<file path="config.mk">
export PLATFORM = sky130hd
export DESIGN_NAME = decode_stage_flat
export DESIGN_NICKNAME = d
export VERILOG_FILES = /design/src/rtl/decode_stage_pkg.sv /design/src/rtl/decode_stage_if.sv /design/src/rtl/decode_stage_imm_gen.sv /design/src/rtl/decode_stage.sv /design/src/flat_wrapper.sv
export SDC_FILE = /design/constraint.sdc
export NUM_CORES = 1
export LEC_CHECK = 0
export ABC_AREA = 1
export BUFFER_PORTS_ARGS = -buffer_cell sky130_fd_sc_hd__buf_4
export CAP_MARGIN = 20
export CELL_PAD_IN_SITES_DETAIL_PLACEMENT = 1
export CELL_PAD_IN_SITES_GLOBAL_PLACEMENT = 1
export CORE_MARGIN = 3
export CORE_UTILIZATION = 40
export DETAILED_ROUTE_END_ITERATION = 8
export PLACE_DENSITY_LB_ADDON = 0.1
export SETUP_SLACK_MARGIN = 0.15
export SYNTH_ARGS = -nofsm -noshare
export SYNTH_HDL_FRONTEND = slang
export SYNTH_SLANG_ARGS = --single-unit
</file>
<file path="constraint.sdc">
create_clock -name clk -period 6.5 [get_ports clk]
set_input_delay 0.325 -clock clk [delete_from_list [all_inputs] [get_ports clk]]
set_output_delay 0.325 -clock clk [all_outputs]
set_load 0.01 [all_outputs]
</file>
<file path="src/rtl/decode_stage_pkg.sv">
// rv_pkg: shared RISC-V decode definitions (opcodes, shift funct3 codes,
// immediate format enum and the packed decoded-field record).
// Ports: none (package).
package rv_pkg;

  localparam logic [6:0] OP_LUI    = 7'b0110111;
  localparam logic [6:0] OP_AUIPC  = 7'b0010111;
  localparam logic [6:0] OP_JAL    = 7'b1101111;
  localparam logic [6:0] OP_JALR   = 7'b1100111;
  localparam logic [6:0] OP_BRANCH = 7'b1100011;
  localparam logic [6:0] OP_LOAD   = 7'b0000011;
  localparam logic [6:0] OP_STORE  = 7'b0100011;
  localparam logic [6:0] OP_IMM    = 7'b0010011;
  localparam logic [6:0] OP_REG    = 7'b0110011;

  // funct3 codes that turn OP-IMM into a shift-by-immediate
  localparam logic [2:0] F3_SLL = 3'b001;
  localparam logic [2:0] F3_SR  = 3'b101;

  typedef enum logic [2:0] {
    FMT_R,
    FMT_I,
    FMT_S,
    FMT_B,
    FMT_U,
    FMT_J,
    FMT_X
  } fmt_e;

  // XLEN-independent part of the ID/EX register
  typedef struct packed {
    logic [6:0] opcode;
    logic [2:0] funct3;
    logic [6:0] funct7;
    logic [4:0] rs1;
    logic [4:0] rs2;
    logic [4:0] rd;
    logic       rd_we;
    logic       is_load;
    logic       illegal;
  } dec_t;

  function automatic logic fmt_uses_rs1(input fmt_e f);
    return (f == FMT_R) || (f == FMT_I) || (f == FMT_S) || (f == FMT_B);
  endfunction

  function automatic logic fmt_uses_rs2(input fmt_e f);
    return (f == FMT_R) || (f == FMT_S) || (f == FMT_B);
  endfunction

  function automatic logic fmt_writes_rd(input fmt_e f);
    return (f == FMT_R) || (f == FMT_I) || (f == FMT_U) || (f == FMT_J);
  endfunction

endpackage

</file>
<file path="src/rtl/decode_stage_if.sv">
// decode_stage_if: fetch->ID valid/ready channel plus the ID/EX register
// outputs and the EX-side ready. master = surrounding pipeline, slave = stage.
// Ports: none (signals grouped below, XLEN-parameterised PC and immediate).
interface decode_stage_if #(
  parameter int XLEN = 32
);
  // fetch side
  logic            in_valid;
  logic            in_ready;
  logic [XLEN-1:0] in_pc;
  logic [31:0]     in_instr;
  // execute side
  logic            out_valid;
  logic            out_ready;
  logic [XLEN-1:0] out_pc;
  logic [XLEN-1:0] out_imm;
  logic [6:0]      out_opcode;
  logic [2:0]      out_funct3;
  logic [6:0]      out_funct7;
  logic [4:0]      out_rs1;
  logic [4:0]      out_rs2;
  logic [4:0]      out_rd;
  logic            out_rd_we;
  logic            out_is_load;
  logic            out_illegal;

  modport master (
    output in_valid, in_pc, in_instr, out_ready,
    input  in_ready, out_valid, out_pc, out_imm, out_opcode, out_funct3,
           out_funct7, out_rs1, out_rs2, out_rd, out_rd_we, out_is_load,
           out_illegal
  );

  modport slave (
    input  in_valid, in_pc, in_instr, out_ready,
    output in_ready, out_valid, out_pc, out_imm, out_opcode, out_funct3,
           out_funct7, out_rs1, out_rs2, out_rd, out_rd_we, out_is_load,
           out_illegal
  );
endinterface

</file>
<file path="src/rtl/decode_stage_imm_gen.sv">
// imm_gen: combinational immediate generator and format classifier.
// Ports: instr (32-bit word) -> imm (XLEN, sign/zero-extended), fmt, illegal.
module imm_gen
  import rv_pkg::*;
#(
  parameter int XLEN = 32
) (
  input  logic [31:0]     instr,
  output logic [XLEN-1:0] imm,
  output fmt_e            fmt,
  output logic            illegal
);

  if (XLEN != 32 && XLEN != 64) begin : g_bad_xlen
    $error("imm_gen: XLEN must be 32 or 64");
  end

  logic [6:0]  opcode;
  logic [2:0]  funct3;
  logic [31:0] imm32;

  assign opcode = instr[6:0];
  assign funct3 = instr[14:12];

  // Every format fits in 32 bits with instr[31] as its sign (shift amounts are
  // zero-extended so their bit 31 is 0); widening to XLEN is a plain sign fill.
  always_comb begin
    imm32   = '0;
    fmt     = FMT_X;
    illegal = 1'b0;
    case (opcode)
      OP_REG: fmt = FMT_R;
      OP_IMM: begin
        fmt = FMT_I;
        if (funct3 == F3_SLL || funct3 == F3_SR) begin
          // shamt only; funct7 bits above it must not leak into the immediate
          if (XLEN == 64) imm32 = {26'b0, instr[25:20]};
          else            imm32 = {27'b0, instr[24:20]};
        end else begin
          imm32 = {{20{instr[31]}}, instr[31:20]};
        end
      end
      OP_LOAD, OP_JALR: begin
        fmt   = FMT_I;
        imm32 = {{20{instr[31]}}, instr[31:20]};
      end
      OP_STORE: begin
        fmt   = FMT_S;
        imm32 = {{20{instr[31]}}, instr[31:25], instr[11:7]};
      end
      OP_BRANCH: begin
        fmt   = FMT_B;
        imm32 = {{19{instr[31]}}, instr[31], instr[7], instr[30:25], instr[11:8], 1'b0};
      end
      OP_LUI, OP_AUIPC: begin
        fmt   = FMT_U;
        imm32 = {instr[31:12], 12'b0};
      end
      OP_JAL: begin
        fmt   = FMT_J;
        imm32 = {{11{instr[31]}}, instr[31], instr[19:12], instr[20], instr[30:21], 1'b0};
      end
      default: illegal = 1'b1;
    endcase
  end

  always_comb begin
    imm       = {XLEN{imm32[31]}};
    imm[31:0] = imm32;
  end

endmodule

</file>
<file path="src/rtl/decode_stage.sv">
// decode_stage: RISC-V ID stage - decode, immediate generation, ID/EX register,
// load-use interlock and saturating bubble counter.
// Ports: clk, reset (async, active-high), flush, bus (decode_stage_if.slave), stall_cnt.
module decode_stage
  import rv_pkg::*;
#(
  parameter int XLEN      = 32,
  parameter bit HAZARD_EN = 1'b1,
  parameter int CNT_W     = 16
) (
  input  logic             clk,
  input  logic             reset,
  input  logic             flush,
  decode_stage_if.slave    bus,
  output logic [CNT_W-1:0] stall_cnt
);

  logic [XLEN-1:0] dec_imm;
  fmt_e            dec_fmt;
  logic            dec_illegal;

  imm_gen #(.XLEN(XLEN)) u_imm_gen (
    .instr   (bus.in_instr),
    .imm     (dec_imm),
    .fmt     (dec_fmt),
    .illegal (dec_illegal)
  );

  dec_t            d;
  dec_t            q;
  logic [XLEN-1:0] pc_q;
  logic [XLEN-1:0] imm_q;
  logic            valid_q;
  logic            rs1_used;
  logic            rs2_used;
  logic            load_use;
  logic            in_rdy;
  logic            accept;
  logic            bubble;

  assign rs1_used = fmt_uses_rs1(dec_fmt);
  assign rs2_used = fmt_uses_rs2(dec_fmt);

  always_comb begin
    d         = '0;
    d.opcode  = bus.in_instr[6:0];
    d.funct3  = bus.in_instr[14:12];
    d.funct7  = bus.in_instr[31:25];
    d.rs1     = bus.in_instr[19:15];
    d.rs2     = bus.in_instr[24:20];
    d.rd      = bus.in_instr[11:7];
    d.rd_we   = fmt_writes_rd(dec_fmt) && (bus.in_instr[11:7] != 5'd0);
    d.is_load = (bus.in_instr[6:0] == OP_LOAD);
    d.illegal = dec_illegal;
  end

  // Load in ID/EX whose destination is a source of the incoming instruction.
  // q.rd_we already excludes x0, so a load to x0 never interlocks.
  assign load_use = HAZARD_EN && valid_q && q.is_load && q.rd_we && bus.in_valid &&
                    ((rs1_used && (d.rs1 == q.rd)) || (rs2_used && (d.rs2 == q.rd)));

  assign in_rdy = (!valid_q || bus.out_ready) && !load_use && !flush;
  assign accept = bus.in_valid && in_rdy;
  // a bubble is only counted when the load actually leaves for EX unflushed
  assign bubble = load_use && bus.out_ready && !flush;

  always_ff @(posedge clk or posedge reset) begin
    if (reset) begin
      valid_q <= 1'b0;
      q       <= '0;
      pc_q    <= '0;
      imm_q   <= '0;
    end else if (flush) begin
      valid_q <= 1'b0;
    end else if (accept) begin
      valid_q <= 1'b1;
      q       <= d;
      pc_q    <= bus.in_pc;
      imm_q   <= dec_imm;
    end else if (bus.out_ready) begin
      // consumed with nothing new behind it (includes the load-use bubble)
      valid_q <= 1'b0;
    end
  end

  always_ff @(posedge clk or posedge reset) begin
    if (reset) begin
      stall_cnt <= '0;
    end else if (bubble && (stall_cnt != {CNT_W{1'b1}})) begin
      stall_cnt <= stall_cnt + CNT_W'(1);
    end
  end

  assign bus.in_ready    = in_rdy;
  assign bus.out_valid   = valid_q;
  assign bus.out_pc      = pc_q;
  assign bus.out_imm     = imm_q;
  assign bus.out_opcode  = q.opcode;
  assign bus.out_funct3  = q.funct3;
  assign bus.out_funct7  = q.funct7;
  assign bus.out_rs1     = q.rs1;
  assign bus.out_rs2     = q.rs2;
  assign bus.out_rd      = q.rd;
  assign bus.out_rd_we   = q.rd_we;
  assign bus.out_is_load = q.is_load;
  assign bus.out_illegal = q.illegal;

endmodule

</file>
<file path="src/flat_wrapper.sv">
// flat-port wrapper written by rule: the top's interface ports become plain ports
module decode_stage_flat import rv_pkg::*;
#(
  parameter int XLEN      = 32,
  parameter bit HAZARD_EN = 1'b1,
  parameter int CNT_W     = 16
)
  (clk, reset, flush, stall_cnt, bus_in_valid, bus_in_pc, bus_in_instr, bus_out_ready, bus_in_ready, bus_out_valid, bus_out_pc, bus_out_imm, bus_out_opcode, bus_out_funct3, bus_out_funct7, bus_out_rs1, bus_out_rs2, bus_out_rd, bus_out_rd_we, bus_out_is_load, bus_out_illegal);
  decode_stage_if #(.XLEN(XLEN)) bus_i ();
  input  logic clk;
  input  logic reset;
  input  logic flush;
  output logic [CNT_W-1:0] stall_cnt;
  input wire logic [$bits(bus_i.in_valid)-1:0] bus_in_valid;
  input wire logic [$bits(bus_i.in_pc)-1:0] bus_in_pc;
  input wire logic [$bits(bus_i.in_instr)-1:0] bus_in_instr;
  input wire logic [$bits(bus_i.out_ready)-1:0] bus_out_ready;
  output wire logic [$bits(bus_i.in_ready)-1:0] bus_in_ready;
  output wire logic [$bits(bus_i.out_valid)-1:0] bus_out_valid;
  output wire logic [$bits(bus_i.out_pc)-1:0] bus_out_pc;
  output wire logic [$bits(bus_i.out_imm)-1:0] bus_out_imm;
  output wire logic [$bits(bus_i.out_opcode)-1:0] bus_out_opcode;
  output wire logic [$bits(bus_i.out_funct3)-1:0] bus_out_funct3;
  output wire logic [$bits(bus_i.out_funct7)-1:0] bus_out_funct7;
  output wire logic [$bits(bus_i.out_rs1)-1:0] bus_out_rs1;
  output wire logic [$bits(bus_i.out_rs2)-1:0] bus_out_rs2;
  output wire logic [$bits(bus_i.out_rd)-1:0] bus_out_rd;
  output wire logic [$bits(bus_i.out_rd_we)-1:0] bus_out_rd_we;
  output wire logic [$bits(bus_i.out_is_load)-1:0] bus_out_is_load;
  output wire logic [$bits(bus_i.out_illegal)-1:0] bus_out_illegal;
  assign bus_i.in_valid = bus_in_valid;
  assign bus_i.in_pc = bus_in_pc;
  assign bus_i.in_instr = bus_in_instr;
  assign bus_i.out_ready = bus_out_ready;
  assign bus_in_ready = bus_i.in_ready;
  assign bus_out_valid = bus_i.out_valid;
  assign bus_out_pc = bus_i.out_pc;
  assign bus_out_imm = bus_i.out_imm;
  assign bus_out_opcode = bus_i.out_opcode;
  assign bus_out_funct3 = bus_i.out_funct3;
  assign bus_out_funct7 = bus_i.out_funct7;
  assign bus_out_rs1 = bus_i.out_rs1;
  assign bus_out_rs2 = bus_i.out_rs2;
  assign bus_out_rd = bus_i.out_rd;
  assign bus_out_rd_we = bus_i.out_rd_we;
  assign bus_out_is_load = bus_i.out_is_load;
  assign bus_out_illegal = bus_i.out_illegal;
  decode_stage #(.XLEN(XLEN), .HAZARD_EN(HAZARD_EN), .CNT_W(CNT_W)) u_core (.clk(clk), .reset(reset), .flush(flush), .bus(bus_i), .stall_cnt(stall_cnt));
endmodule
</file>
Word-level counts from Yosys, hierarchy flattened
Index checks and enable logic that the tools add are counted.
Cells by class
  add/sub/neg operators: 1
  equal/unequal tests: 19
  multiplexer cells: 7
  bitwise operators: 1
  reductions and logical operators: 34
Operator list (number)
  one-hot mux 32 bit (6 select lines): 1
  2-to-1 mux 32 bit: 1
  equality test 7 x 6 -> 1 bit (second input constant): 3
  equality test 7 bit (second input constant): 3
  one-hot mux 3 bit (6 select lines): 1
  adder 16 x 1 -> 16 bit (second input constant): 1
  inequality test 16 bit (second input constant): 1
  equality test 7 x 5 -> 1 bit (second input constant): 2
  logical AND 1 bit: 13
  equality test 5 bit: 2
  logical OR 1 bit: 10
  equality test 3 bit (second input constant): 3
  OR reduction 9 bit: 1
  equality test 7 x 2 -> 1 bit (second input constant): 1
  equality test 3 x 1 -> 1 bit (second input constant): 2
  equality test 3 x 2 -> 1 bit (second input constant): 2
  nonzero test 5 bit: 1
  2-to-1 mux 1 bit: 4
  OR reduction 2 bit: 2
  logical NOT 1 bit: 3
  logical NOT 3 bit: 1
  nonzero test 3 bit: 1
  OR reduction 3 bit: 1
  AND reduction 2 bit: 1
  NOT 1 bit: 1
Word-level totals
  flip-flop bits (word level): 116
  input bits: 69
  logic and storage cells: 75

Depth between registers and ports, before layout
Gate-level depths: netlist of run 1.
  word-level depth: 16
  mapped depth: 15
  mapped depth without buffers: 12

Modules after synthesis
From an unflattened synthesis of run 1, not the netlist that was laid out.
Second synthesis, totals
  cell total of the unflattened synthesis: 845
  area total of the unflattened synthesis: 6236.0 um2
By module, submodules not included
  decode_stage: instances 1, cells each 608, area an instance 5071.1 um2, seq. area each 2902.8 um2
  imm_gen: instances 1, cells each 237, area an instance 1164.9 um2, seq. area each 0.0 um2

Worst setup path after synthesis of run 1
No wires, ideal clock.
  path kind: reg2reg
  start: register u_core.stall_cnt[0]
  end: register u_core.stall_cnt[12]
  arrival time: 1.801 ns
  data required time: 6.383 ns
  setup slack: 4.582 ns
  cell stages (with the launch flop): 11
  buffers on the path: 1
  clock period less this slack: 1.918 ns
  cells stage by stage: dfrtp_1 ha_1 nand3_1 inv_1 nand3_1 nor2_1 nor3_2 nand3_2 buf_2 nand2_1 nand2_1
On the way
  word-level cells in the longest chain between the ends: 2
RTL lines
  from (decl): line decode_stage.sv:15  | output logic [CNT_W-1:0] stall_cnt
  from (signal assigned): line decode_stage.sv:90  | stall_cnt <= stall_cnt + CNT_W'(1);
  branches (longest 2 deep; another with adder 16 x 1 -> 16 bit)
Parallel ways; which one is timed is not known.
A chain may end at the register's enable or synchronous reset.

Worst setup path in the final report of run 1
  start: input bus_in_valid
  end: register u_core.imm_q[18], in the netlist u_core.bus.out_imm[18]
On the way
  word-level cells in the longest chain between the ends: 7
RTL lines
  from (decl): line flat_wrapper.sv:14  | input wire logic [$bits(bus_i.in_valid)-1:0] bus_in_valid;
  logical AND 1 bit (2 in series): line decode_stage.sv:59  | assign load_use = HAZARD_EN && valid_q && q.is_load && q.rd_we && bus.in_valid &&
  logical NOT 1 bit: line decode_stage.sv:62  | assign in_rdy = (!valid_q || bus.out_ready) && !load_use && !flush;
  logical AND 1 bit (2 in series): line decode_stage.sv:62
  logical AND 1 bit (*): line decode_stage.sv:63  | assign accept = bus.in_valid && in_rdy;
  AND reduction 2 bit (no line) (*)
  to (signal assigned): line decode_stage.sv:79  | imm_q <= dec_imm;
  to (decl): line decode_stage.sv:32  | logic [XLEN-1:0] imm_q;
Mark *: on every way between the ends. The rest lies on a longest branch, timed or not.

==> reports/metrics.yaml, run 1 <==
worst_setup_path:
  critPathCaptureType: "flop"
  max_stage_delay_ns: 0.75
  cp_cell_sequence: "buf_4 -> nand4_1 -> or2_1 -> nor2_2 -> nand2_4 -> buf_12 -> nand3_4 -> buf_16 -> nand2_1 -> nand2_1"
  crit_family: "simple AND/OR/NAND/NOR gates"
  cp_data_required_time_ns: 6.85
  worstPathMaxFanout: 101
  cpMostUsedCell: "nand2_1"
  critPathKind: "in2reg"
  crit_buf_inv: 3
  worstPathArrival_ns: 3.60
  slowest_stage: "buf_4"
  cp-start-kind: "input pin"
synthesis:
  yosys.area_share.adder_pct: 0.205
  synth_compound_area_share_pct: 2.59
  synth_enable_flop_cells: 0
  syn_inst: 779
  yosys_register_bits: 116
  synth.area.mux_share_pct: 0
  synth_xor_area_share_pct: 2.87
  synth_top_family_by_area: "simple AND/OR/NAND/NOR gates"
  synthSimpleGateAreaFrac_pct: 39.5
  ys.flop_type: "dfrtp_1"
  async_flop_share_pct: 100
  syn_area_um2: 6090
  yosys_warnings: 0
  ys_seq_area_share_pct: 47.6
  syn_avg_cell_area_um2: 7.82
  synthDistinctLibCells: 29
  synth_fp_nets: 849
grt:
  track_usage_pct: 25.4
  overflow: 0
  antenna_found_initial: 0
  grt_pass1_wl_um: 33800
  grt_pass1_vias: 6378
  grt_start_max_net_pins: 102
detailed_routing:
  wire_per_inst_um: 18.5
  vias: 6128
  vias_per_cell: 5.42
  first_pass_iters: 5
  final_antenna_net_count: 0
  drc: 0
  drt_iter0_markers: 346
  wirelength_um: 20900
power:
  seq_power_share_pct: 40.2
  internal-power_mw: 1.49
  p_total_mw: 2.09
  p_sw_share_pct: 28.5
  p_leak_nw: 4.50
  switchingPower_mw: 0.595
  powerDensity_nw_per_um2: 258
  comb_power_share_pct: 17.0
  irDropWorstVdd_v: 0.000166
  p_clk_share_pct: 42.7
sta:
  period_needed_ns: 3.25
  drv_slew: 0
  period_share_pct: 50.0
  final.setup.tns_ns: 0
  final-setup-viol-count: 0
  fin_skew_ns: 0.00840
  maxSlewHeadroom_pct: 22.4
  finalHoldViolCount: 0
  setup_slack_ns: 3.25
  grt_setup_unrepaired: "no"
  fmax_mhz: 308
  worst_slew_pin_slew_ns: 1.16
hold_path:
  holdCritPathClass: "in2async"
clocking:
  cts_setup_buffers: 0
  cts_resized: 0
  clock-sinks: 116
  ctsHoldBuffers: 0
  cts-root-buf: "clkbuf_16"
  tritoncts: "done"
  clockBufferDepth: 2
  clk_pin_slew_ns: 0.06
  cts_made_buffers: 17
  htreeDepth: 4
  clk_latency_ns: 0.42
placed_design:
  place_area_um2: 7450
  port_buffers: 185
  place_hpwl_um: 14300
  place_ws_ns: 2.47
  gp_congestion: 0.861
die:
  die_area_um2: 16800
  die_w_um: 129
  start_util_pct: 41.5
  rows: 44
  coreArea_um2: 14700
  die_height_um: 129
  ios: 186
outcome:
  run_status: "complete, no violations"
final_layout:
  diodes: 0
  syn_to_final_growth_pct: 32.5
  final_cell_mix: "297 x nand2_1, 187 x buf_4, 118 x nand4_1"
  finalInstanceArea_um2: 8070
  final_common_cell: "nand2_1"
  layout.core_utilization_pct: 54.9
  fin_nets: 1005
  drive_above_1_share_pct: 25.9
job:
  drv_cap: 0
==> through the flow <==
stage                     hold WS, ns  instances
after floorplan                 0.416        779
after global placement          0.455       1097
after detailed placement        0.462       1097
after CTS                      0.0356       1128
after global routing           0.0761       1131
final                         0.00932       1131
==> sequential cells by signal, indices dropped and copies added, names as in the netlist, 3 cells and up <==
signal                 count
u_core.bus.out_rd          5
u_core.bus.out_rs1         5
u_core.stall_cnt          16
u_core.bus.out_funct3      3
u_core.bus.out_funct7      7
u_core.bus.out_rs2         5
u_core.bus.out_imm        32
u_core.bus.out_opcode      7
u_core.bus.out_pc         32
==> area by class of cell <==
| type | count | area, um^2 |
|---|---|---|
| Sequential cell | 116 | 2900 |
| Clock buffer | 20 | 457 |
| Timing Repair Buffer | 190 | 1460 |
| Multi-Input combinational cell | 572 | 2770 |
| Fill cell | 1788 | 6630 |
| Inverter | 38 | 145 |
| Tap cell | 184 | 230 |
| Clock inverter | 11 | 104 |
==> power by group through the flow <==
stage	Clock [mW]	Sequential [mW]	Combinational, mW
2_1_floorplan	0	0.873	0.135
3_3_place_gp	0	0.847	0.341
3_5_place_dp	0	0.850	0.354
4_1_cts	0.903	0.839	0.357
5_1_grt	0.939	0.847	0.392
6_report	0.891	0.839	0.355
==> logic make-up (layout without fill, tap and decap cells) <==
family          Yosys count  count (layout)
fa+ha+maj                 1               1
simple gates            520             520
buf+inv                  91             259
xor+xnor                 20              20
compound gates           31              31
flops                   116             116
==> cell usage after synthesis, types with 9 or more instances <==
library cell / instances / area share (%)
nor2_1: 46 / 2.8
nor3_1: 24 / 2.0
nand2_1: 297 / 18
a21oi_1: 21 / 1.7
buf_6: 11 / 2.0
inv_1: 35 / 2.2
nand3_1: 13 / 1.1
dfrtp_1: 116 / 48
xor2_1: 11 / 1.6
xnor2_1: 9 / 1.3
nand4_1: 118 / 12
clkbuf_1: 35 / 2.2
==> metal layers <==
layer / wire length, um / track usage, % / up-vias
met1: 9150 / 33.6 / 3023
met4: 436 / 8.50 / 0
met5: 0 / 0 / -
met3: 967 / 4.53 / 32
li1: - / - / 2902
met2: 10400 / 42.3 / 171
==> final timing paths <==
path,startpoint,endpoint,slack (ns),depth (start not counted)
max,bus_in_valid,u_core.bus.out_imm[18]$_DFFE_PP0P_,3.25,10
min,reset,u_core.bus.out_pc[30]$_DFFE_PP0P_,0.009,2
max reg2reg,u_core.bus.out_rd[3]$_DFFE_PP0P_,u_core.bus.out_imm[18]$_DFFE_PP0P_,3.60,12
min reg2reg,u_core.bus.out_imm[6]$_DFFE_PP0P_,u_core.bus.out_imm[6]$_DFFE_PP0P_,0.47,2
max in group asynchronous,reset,u_core.bus.out_rd[4]$_DFFE_PP0P_,5.17,3
min in group clk,flush,u_core.bus.out_valid$_DFFE_PP0P_,0.14,2
(Power assumes the default switching activity.)
==> inputs of run 2 (changes only) <==
- ABC_AREA: 1 -> 0
- CORE_UTILIZATION: 40 -> 36
- clock period: 6.5 -> 2.7 ns (I/O delays scaled with it)
==> run 2 against run 1 <==
Against the previous run: core utilization is 1.8 points higher; sequential share of layout area shrank 1.4 points; critical path depth is 3 lower; routed wire length shrank 18%; clock-buffer cell count down 3.
==> reports/metrics.yaml, run 2 <==
detailed_routing:
  vias_per_cell: 4.98
  vias: 4279
  final_antenna_net_count: 0
  met2WireLength_um: 8840
  m1WireLength_um: 7360
  highest_layer: "met4"
  drt_iter0_markers: 214
  wire_per_inst_um: 20.1
  drc: 0
  wl_met3_um: 796
  wirelength_um: 17300
  first_pass_iters: 4
clocking:
  clock-sinks: 116
  cts_setup_buffers: 0
  clockBufferDepth: 2
  tritoncts: "done"
  cts_made_buffers: 17
  clk_pin_slew_ns: 0.06
  htreeDepth: 4
  cts-root-buf: "clkbuf_16"
  clk_latency_ns: 0.42
job:
  drv_cap: 0
sta:
  period_share_pct: 88.8
  fmax_mhz: 417
  finalHoldViolCount: 0
  period_needed_ns: 2.40
  setup_slack_ns: 0.303
  maxSlewHeadroom_pct: 50.2
  fin_skew_ns: 0.0105
  grt_setup_unrepaired: "no"
  final-setup-viol-count: 0
  holdWs_ns: 0.0250
  worst_slew_pin_slew_ns: 0.748
  final.setup.tns_ns: 0
  drv_slew: 0
hold_path:
  holdCritPathClass: "in2reg"
placed_design:
  place_ws_ns: 0.219
  port_buffers: 185
  place_area_um2: 7120
  gp_congestion: 0.764
  place_hpwl_um: 11300
final_layout:
  final-seq-area_um2: 2900
  final_cell_mix: "193 x buf_4, 116 x dfrtp_1, 83 x mux2_4"
  final_common_cell: "buf_4"
  fin_nets: 732
  layout.core_utilization_pct: 56.8
  multiInputGateArea_um2: 2440
  drive_above_1_share_pct: 47.6
  syn_to_final_growth_pct: 51.8
  finalInstanceArea_um2: 8400
  fillers: 1515
  diodes: 0
die:
  die_area_um2: 16900
  die_height_um: 130
  ios: 186
  start_util_pct: 37.4
  coreArea_um2: 14800
  rows: 44
  die_w_um: 130
grt:
  track_usage_pct: 20.6
  grt_start_max_net_pins: 92
  antenna_found_initial: 0
  overflow: 0
  grt_pass1_vias: 4644
  grt_pass1_wl_um: 26600
synthesis:
  ys_top_cells_by_area: "dfrtp_1 52%, mux2_4 23%, xnor2_1 3.0%"
  synth_common_cells: "116 x dfrtp_1, 83 x mux2_4, 22 x nand2_1"
  syn_avg_cell_area_um2: 13.7
  yosys_warnings: 0
  ys.flop_type: "dfrtp_1"
  syn_inst: 405
  yosys_register_bits: 116
  yosys.area.top_type: "dfrtp_1"
  synth_top_area_share_pct: 52.4
  ys_seq_area_share_pct: 52.4
  async_flop_share_pct: 100
  synthDistinctLibCells: 47
  synth_fp_nets: 475
  yosysMostFrequentCell: "dfrtp_1"
  synth_enable_flop_cells: 0
  syn_area_um2: 5540
worst_setup_path:
  endpoint: "u_core.bus.out_valid$_DFFE_PP0P_"
  critPathCaptureType: "flop"
  r2r_start: "u_core.bus.out_rd[3]$_DFFE_PP0P_"
  cp_data_required_time_ns: 3.00
  worstPathMaxFanout: 19
  timing.rr.end: "u_core.bus.out_valid$_DFFE_PP0P_"
  r2r_cells: 7
  critPathKind: "reg2reg"
  r2r_setup_slack_ns: 0.30
  worstPathArrival_ns: 2.70
  cp-start-kind: "flop"
  crit_start: "u_core.bus.out_rd[3]$_DFFE_PP0P_"
power:
  irDropWorstVdd_v: 0.000488
  powerDensity_nw_per_um2: 680
  p_leak_nw: 4.11
outcome:
  run_status: "complete, no violations"
-- run 2: metal layers --
metal / GRT usage (%) / vias to the layer above
met3: 5.36 / 20
met2: 34.7 / 113
met4: 6.42 / 0
li1: - / 1968
met5: 0 / -
met1: 26.1 / 2178
-- run 2: cell families after synthesis --
kind of cell / synth area share [%]
fa+ha+maj: 0.226
mux: 24.0
buf+inv: 3.59
simple gates: 8.61
flops: 52.4
xor+xnor: 3.95
compound gates: 7.21
-- run 2: worst min-delay path by stage --
stage,cells past startpoint,startpoint,slack [ns],endpoint
5_1_grt,2,bus_in_instr[5],0.01,u_core.bus.out_opcode[5]$_DFFE_PP0P_
3_3_place_gp,2,reset,0.24,u_core.bus.out_valid$_DFFE_PP0P_
4_1_cts,2,bus_in_instr[5],0.005,u_core.bus.out_opcode[5]$_DFFE_PP0P_
6_report,2,bus_in_instr[20],0.03,u_core.bus.out_rs2[0]$_DFFE_PP0P_
2_1_floorplan,1,bus_out_ready,0.23,u_core.bus.out_valid$_DFFE_PP0P_
3_5_place_dp,2,reset,0.26,u_core.stall_cnt[0]$_DFFE_PP0P_
-- run 2: area by class of cell --
class                           instances  share of cell area, %
Sequential cell                       116                   34.5
Multi-Input combinational cell        257                   29.0
Timing Repair Buffer                  259                   25.4
Clock buffer                           17                   5.06
Tap cell                              184                   2.74
Clock inverter                         15                   2.72
Inverter                               11                  0.536
-- run 2: where the power goes --
part	total, mW	switching, mW	internal (mW)
clock	2.52	0.871	1.65
combinational	1.12	0.453	0.671
sequential	2.07	0.138	1.93
total	5.71	1.46	4.25
-- run 2: metrics by stage --
step / instances / total power [mW]
after global placement: 764 / 3.11
final: 859 / 5.71
after global routing: 859 / 5.96
after detailed placement: 764 / 3.14
after CTS: 859 / 5.76
after floorplan: 405 / 2.61
-- run 2: worst max-delay path, stage by stage (launching register included) --
cell	delay, ns
dfrtp_1	0.44
xnor2_1	0.17
nand3_1	0.13
or4_4	0.47
a21oi_4	0.21
buf_6	0.20
o32ai_1	0.10
dlygate4sd3_1	0.56
-- run 2: what timing repair did --
action | in CTS | in global routing
endpoints found under the setup margin | 0 | 1
hold endpoints to repair | 89 | 0
gates resized for setup | 0 | 1
hold buffers | 63 | 0
==> inputs of run 3 (changes only) <==
==> constraint.sdc (replaced) <==
create_clock -name clk -period 2.7 [get_ports clk]
set_input_delay 0.54 -clock clk [delete_from_list [all_inputs] [get_ports clk]]
set_output_delay 0.54 -clock clk [all_outputs]
set_load 0.01 [all_outputs]
==> run 3 against run 2 <==
Against the previous run: design area fell by 4.9%; worst setup slack got worse by 0.14 ns; die area did not move; combinational power fell by 4%; non-clock buffer count fell by 44; flip-flop and latch count did not move; final cell count fell by 5.1%; critical path type is now reg2out.
==> reports/metrics.yaml, run 3 (synthesized netlist as in run 2, its figures left out) <==
sta:
  period_needed_ns: 2.54
  final-setup-viol-count: 0
  finalHoldViolCount: 0
  grt_setup_unrepaired: "yes"
  fin_skew_ns: 0.0116
  setup_slack_ns: 0.159
  fmax_mhz: 393
  period_share_pct: 94.1
  drv_slew: 0
  worst_slew_pin_slew_ns: 0.858
  final.setup.tns_ns: 0
  maxSlewHeadroom_pct: 42.7
die:
  coreArea_um2: 14800
  ios: 186
  die_area_um2: 16900
  die_w_um: 130
  rows: 44
  die_height_um: 130
  start_util_pct: 37.4
worst_setup_path:
  max_stage_delay_ns: 0.47
  cp_data_required_time_ns: 2.16
  cp_cell_sequence: "xnor2_1 -> nand3_1 -> or4_4 -> a21oi_4 -> nor2b_1 -> buf_4"
  slowest_stage: "or4_4"
  worstPathArrival_ns: 2.00
  critPathCaptureType: "output port"
  critPathKind: "reg2out"
  cp-start-kind: "flop"
  worstPathMaxFanout: 3
power:
  p_sw_share_pct: 23.7
  powerDensity_nw_per_um2: 716
  switchingPower_mw: 1.36
  p_clk_share_pct: 45.0
  irDropWorstVdd_v: 0.000435
  p_leak_nw: 3.98
  comb_power_share_pct: 18.8
  seq_power_share_pct: 36.1
  internal-power_mw: 4.36
clocking:
  clock-sinks: 116
  clk_pin_slew_ns: 0.06
  clk_latency_ns: 0.41
  ctsHoldBuffers: 0
  cts-root-buf: "clkbuf_16"
  htreeDepth: 4
  tritoncts: "done"
  cts_made_buffers: 17
  clockBufferDepth: 2
grt:
  grt_pass1_vias: 4519
  track_usage_pct: 19.8
  grt_pass1_wl_um: 25600
  overflow: 0
  grt_start_max_net_pins: 39
  antenna_found_initial: 0
detailed_routing:
  wire_per_inst_um: 20.0
  first_pass_iters: 4
  wirelength_um: 16300
  drc: 0
  final_antenna_net_count: 0
  vias: 4085
  drt_iter0_markers: 212
  vias_per_cell: 5.01
final_layout:
  fin_nets: 688
  syn_to_final_growth_pct: 44.3
  final_common_cell: "buf_4"
  final_cell_mix: "209 x buf_4, 115 x dfrtp_1, 83 x mux2_4"
  diodes: 0
  drive_above_1_share_pct: 53.9
  layout.core_utilization_pct: 53.9
  finalInstanceArea_um2: 7990
placed_design:
  place_ws_ns: 0.0282
  gp_congestion: 0.866
  place_area_um2: 7270
  port_buffers: 185
  place_hpwl_um: 12000
outcome:
  run_status: "complete, no violations"
hold_path:
  holdCritPathClass: "in2async"
job:
  drv_cap: 0
[run 3: cell type report]
cell class	count	area [um^2]
clock inverters	8	168
inverters	11	45.0
fillers	1503	6820
multi-input cells	257	2440
flip-flops and latches	116	2900
repair buffers	215	1690
well taps	184	230
clock buffers	24	512
[run 3: per-stage QoR]
stage	instances	hold WS, ns	total power, mW
floorplan	405	0.524	2.61
global placement	778	0.496	3.14
detailed placement	778	0.492	3.16
CTS	813	0.309	5.78
global route	815	0.313	5.97
finish	815	0.296	5.72
[run 3: critical path: cells and delay by family (launching register included)]
kind                      cells  cell delay [ns]
buffers and inverters         1             0.14
xor gates and xnor gates      1             0.18
AOI/OAI and AO/OA             1             0.18
DFF                           1             0.41
and+or+nand+nor               3             0.69
[run 3: worst paths after layout]
path                       slack (ns)                                    to                              from  cells past startpoint
setup / recovery                 0.16                          bus_in_ready  u_core.bus.out_rd[3]$_DFFE_PP0P_                      6
hold / removal                   0.30      u_core.stall_cnt[14]$_DFFE_PP0P_                             reset                      2
setup reg to reg                 0.41  u_core.bus.out_funct7[2]$_DFFE_PP0P_  u_core.bus.out_rd[3]$_DFFE_PP0P_                      8
hold reg to reg                  0.50      u_core.stall_cnt[13]$_DFFE_PP0P_  u_core.stall_cnt[13]$_DFFE_PP0P_                      1
max in group asynchronous        1.66    u_core.bus.out_imm[29]$_DFFE_PP0P_                             reset                      3
min in group clk                 0.33      u_core.bus.out_valid$_DFFE_PP0P_                     bus_out_ready                      2
[run 3: what timing repair did]
item | CTS | global route
setup endpoints to repair | 1 | 1
gates resized for setup | 0 | 1
pin swaps | 1 | 1
buffers inserted | 3 | 2
cloned | 0 | 0
[run 3: power groups by stage]
stage          Clock [mW]  Sequential (mW)  Combinational (mW)
3_5_place_dp            0             2.10                1.07
5_1_grt              2.72             2.10                1.16
2_1_floorplan           0             2.17               0.449
6_report             2.57             2.07                1.08
4_1_cts              2.63             2.07                1.09
3_3_place_gp            0             2.09                1.05
[run 3: per-layer routing]
metal / track usage, % / wire length [um] / vias up
met3: 6.51 / 972 / 14
met5: 0 / 0 / -
met1: 25.6 / 7170 / 2068
met4: 5.56 / 206 / 0
met2: 31.7 / 7980 / 129
li1: - / - / 1874
